## config.mk

```make
export PLATFORM = sky130hd
export DESIGN_NAME = demux_stream_router
export DESIGN_NICKNAME = d
export VERILOG_FILES = /design/src/rtl/demux_stream_router.sv
export SDC_FILE = /design/constraint.sdc
export NUM_CORES = 1
export LEC_CHECK = 0
export BUFFER_PORTS_ARGS = -buffer_cell sky130_fd_sc_hd__buf_4
export CORE_MARGIN = 1.5
export CORE_UTILIZATION = 47
export CTS_CLUSTER_SIZE = 14
export DETAILED_ROUTE_END_ITERATION = 10
export PLACE_DENSITY = 0.8
export SLEW_MARGIN = 20
export SYNTH_ARGS = -nofsm -noshare
export SYNTH_HDL_FRONTEND = slang
export SYNTH_SLANG_ARGS = --single-unit
export TNS_END_PERCENT = 5
```

## constraint.sdc

```tcl
create_clock -name clk -period 3.2 [get_ports clk]
set_input_delay 0.32 -clock clk [delete_from_list [all_inputs] [get_ports clk]]
set_output_delay 0.32 -clock clk [all_outputs]
set_load 0.05 [all_outputs]
```

## src/rtl/demux_stream_router.sv

```systemverilog
// Registered 1:2 stream router: steers each accepted word into a one-entry register per channel,
// by round-robin pointer or explicit select. Optional macro DEMUX_CNT_EN adds per-channel word counters.
module demux_stream_router #(
   parameter int DATA_W = 8,
   parameter int CNT_W  = 16
) (
   input  logic              clk,
   input  logic              rst,
   input  logic              in_valid,
   output logic              in_ready,
   input  logic [DATA_W-1:0] in_data,
   input  logic              in_sel,
   input  logic              rr_en,
   output logic              sel,
   output logic              out0_valid,
   input  logic              out0_ready,
   output logic [DATA_W-1:0] out0_data,
   output logic              out1_valid,
   input  logic              out1_ready,
   output logic [DATA_W-1:0] out1_data
`ifdef DEMUX_CNT_EN
   ,
   output logic [CNT_W-1:0]  cnt0,
   output logic [CNT_W-1:0]  cnt1
`endif
);

   typedef enum logic {
      PTR_CH0 = 1'b0,
      PTR_CH1 = 1'b1
   } ptr_t;

   ptr_t              ptr_reg, ptr_next;
   logic [1:0]        valid_reg;
   logic [DATA_W-1:0] data_reg [2];
   logic [1:0]        ch_ready;
   logic [1:0]        load;
   logic              accept;

   assign ch_ready = {out1_ready, out0_ready};

   // Head-of-line: only the selected channel's state gates the input.
   assign sel      = rr_en ? (ptr_reg == PTR_CH1) : in_sel;
   assign in_ready = ~valid_reg[sel] | ch_ready[sel];
   assign accept   = in_valid & in_ready;

   always_ff @(posedge clk) begin
      if (rst) begin
         ptr_reg <= PTR_CH0;
      end else begin
         ptr_reg <= ptr_next;
      end
   end

   always_comb begin
      ptr_next = ptr_reg;
      if (accept && rr_en) begin
         ptr_next = (ptr_reg == PTR_CH0) ? PTR_CH1 : PTR_CH0;
      end
   end

   genvar gi;
   generate
      for (gi = 0; gi < 2; gi++) begin : g_ch
         assign load[gi] = accept & (sel == gi[0]);

         // A load on the drain cycle keeps valid high and replaces the word.
         always_ff @(posedge clk) begin
            if (rst) begin
               valid_reg[gi] <= 1'b0;
               data_reg[gi]  <= '0;
            end else if (load[gi]) begin
               valid_reg[gi] <= 1'b1;
               data_reg[gi]  <= in_data;
            end else if (ch_ready[gi]) begin
               valid_reg[gi] <= 1'b0;
            end
         end
      end
   endgenerate

   assign out0_valid = valid_reg[0];
   assign out1_valid = valid_reg[1];
   assign out0_data  = data_reg[0];
   assign out1_data  = data_reg[1];

`ifdef DEMUX_CNT_EN
   logic [CNT_W-1:0] cnt_reg [2];

   generate
      for (gi = 0; gi < 2; gi++) begin : g_cnt
         always_ff @(posedge clk) begin
            if (rst) begin
               cnt_reg[gi] <= '0;
            end else if (load[gi]) begin
               cnt_reg[gi] <= cnt_reg[gi] + 1'b1;
            end
         end
      end
   endgenerate

   assign cnt0 = cnt_reg[0];
   assign cnt1 = cnt_reg[1];
`endif

endmodule

```

==> flow_summary.yaml <==
clock_tree:
  cts_hold_buf: 0
  clock_latency_ns: 0.28
  clk_pin_slew_ns: 0.09
  root_buffer: "clkbuf_4"
  clk_path_buf_depth: 2
  cts_made_buffers: 3
  cts_sinks: 19
  post_cts_buffers: 0
  htree_levels: 1
  post_cts_resized: 0
  cts_tree: "built"
yosys:
  ys_warn_count: 0
  synth_nets: 69
  seq_area_frac_synth_pct: 70.9
  synth_top_family_by_area: "simple AND/OR/NAND/NOR gates"
  syn-cell-area_sq_um: 762
  synth_largest_area_cell: "edfxtp_1"
  muxShareOfSynthArea_pct: 1.81
  ys_ff_latch: 19
  yosys.area_share.simple_pct: 21.3
  yosysUniqueCellTypes: 18
  synth_edf_count: 16
  ys.flop_type: "edfxtp_1"
  synth_fa_ha_area_share_pct: 0
  yosys.area.top_type_share_pct: 63.1
  netlist_instances: 54
  yosys.area_share.xor_xnor_pct: 0
  synth_compound_area_share_pct: 4.76
  synth_async_sr_flop_share_pct: 0
  synthTopCellsByArea: "edfxtp_1 (63%), and3_1 (13%), dfxtp_1 (7.9%)"
  netlist_top_cells_count: "and3_1 (16), edfxtp_1 (16), a21oi_1 (3), dfxtp_1 (3)"
  syn_area_per_cell_sq_um: 14.1
power_and_ir_drop:
  clkPwrFrac_pct: 20.6
  seq_power_share_pct: 53.2
  swShare_pct: 30.7
  power_leakage_uw: 0.000522
  p_switching_uw: 168
  powerDensity_mw_per_mm2: 518
  power_uw: 549
  ir_drop_mv: 0.296
  p_int_uw: 381
  combPwrFrac_pct: 26.2
timing:
  setup_ws_ns: 1.38
  min_period_ns: 1.82
  setup_tns_ns: 0
  max_freq_mhz: 550
  skew_ns: 0.00420
  period_share_pct: 56.8
  max_slew.worst_pin.slew_ns: 0.416
  hold_viol: 0
  rsz0062_at_grt: "no"
  drv_slew: 0
  setup_viol: 0
  relSlewSlack_pct: 72.2
finish:
  largest_register_ffs: 16
  final_util_pct: 70.3
  num-fill-cells: 121
  antenna_cells: 0
  drive_above_1_share_pct: 48.4
  layout.nets: 107
  fin_area_sq_mm: 0.00106
  area_growth_pct: 38.9
drt:
  viasPerCell: 5.07
  highest_layer: "met4"
  first_iter_violations: 15
  vias: 543
  wl_per_cell_um: 13.7
  wl_met3_um: 88
  drt_wl_total_mm: 1.47
  ant_nets: 0
  met1_length_um: 580
  route.met2.wl_um: 788
  drt_drc_violations_left: 0
  first_pass_iters: 4
setup_path:
  arrival_ns: 1.50
  critPathSlowestCell: "dfxtp_1"
  cp_max_fo: 10
  cp_cell_sequence: "nor2b_1 > nor2_4 > or2_2 > buf_4"
  reg2reg_slack_ns: 1.73
  crit_family: "simple AND/OR/NAND/NOR gates"
  cp.required_ns: 2.88
  worstSetupEndpointType: "output port"
  crit_buf_inv: 1
  path_class: "reg -> out"
  startpoint_type: "flip-flop"
  max_stage_delay_ns: 0.34
global_routing:
  first_global_vias: 506
  antenna_found_initial: 0
  track_usage_pct: 16.9
  grt_pass1_wl_mm: 2.25
  grt_max_degree: 17
  overflow: 0
run:
  max_cap_viol_count: 0
min_path:
  hp-class: "in -> reg"
floorplanning:
  dieArea_sq_mm: 0.00187
  pin_count: 35
  fp.dieH_um: 43.3
  core_area_sq_mm: 0.00151
  die-width_um: 43.3
  placementRows: 14
  initial_utilization_pct: 50.6
placement:
  portBuffers: 34
  pre_cts_slack_ns: 1.57
  placed_area_sq_mm: 0.00103
  gp_congestion: 0.726
outcome:
  status: "complete, no violations"
## per-stage QoR
step | hold slack (ns) | instances
6_report | 0.241 | 107
2_1_floorplan | 0.389 | 54
3_3_place_gp | 0.494 | 103
3_5_place_dp | 0.501 | 103
5_1_grt | 0.226 | 107
4_1_cts | 0.234 | 107
## layout make-up
class,count,area (sq um),area share [%]
Sequential cell,19,541,51.1
Timing Repair Buffer,34,255,24.1
Multi-Input combinational cell,33,213,20.1
Clock buffer,4,26.3,2.48
Tap cell,16,20.0,1.89
Inverter,1,3.75,0.355
## per-layer routing
layer	vias to the layer above	GRT usage, %
met2	21	30.4
met4	0	7.27
met5	-	0
met1	246	18.7
li1	274	-
met3	2	3.83
## kinds of logic after synthesis
family | Yosys count
mux | 1
compound gates | 6
buf+inv | 2
simple gates | 26
flops | 19
## path summary, 6_finish.rpt
kind | cells past startpoint | end | start
worst max-delay path | 4 | in_ready | out0_valid$_SDFFE_PP0P_
worst min-delay path | 2 | ptr_reg$_SDFFE_PP0P_ | rst
worst max register to register | 3 | data_reg[1][1]$_SDFFCE_PN0P_ | ptr_reg$_SDFFE_PP0P_
worst min register to register | 2 | ptr_reg$_SDFFE_PP0P_ | ptr_reg$_SDFFE_PP0P_
## worst reg2reg max path: stages, from the launching register on
cell and delay [ns]:
dfxtp_1 0.37, mux2i_2 0.10, nor2_2 0.29, a21o_1 0.38
## layout by cell type, fill, tap and decap left out
cell	count
nand2_1	1
nor2_1	2
mux2i_2	1
nor2b_2	1
and3_1	16
buf_4	34
a21oi_1	3
or2_2	1
inv_2	1
nor2b_1	2
dfxtp_1	3
nor2_4	1
a21o_2	1
clkbuf_4	3
o21ai_0	1
clkbuf_1	1
edfxtp_1	16
a21o_1	1
nor2_2	1
or3_1	1
## power by group through the flow
| stage | Combinational, uW | Clock (uW) | Sequential (uW) |
|---|---|---|---|
| floorplan | 35.2 | 0 | 356 |
| finish | 144 | 113 | 292 |
| CTS | 144 | 118 | 292 |
| global placement | 142 | 0 | 297 |
| detailed placement | 144 | 0 | 298 |
| global route | 150 | 128 | 294 |
No activity file was read; power rests on OpenSTA's default activity.
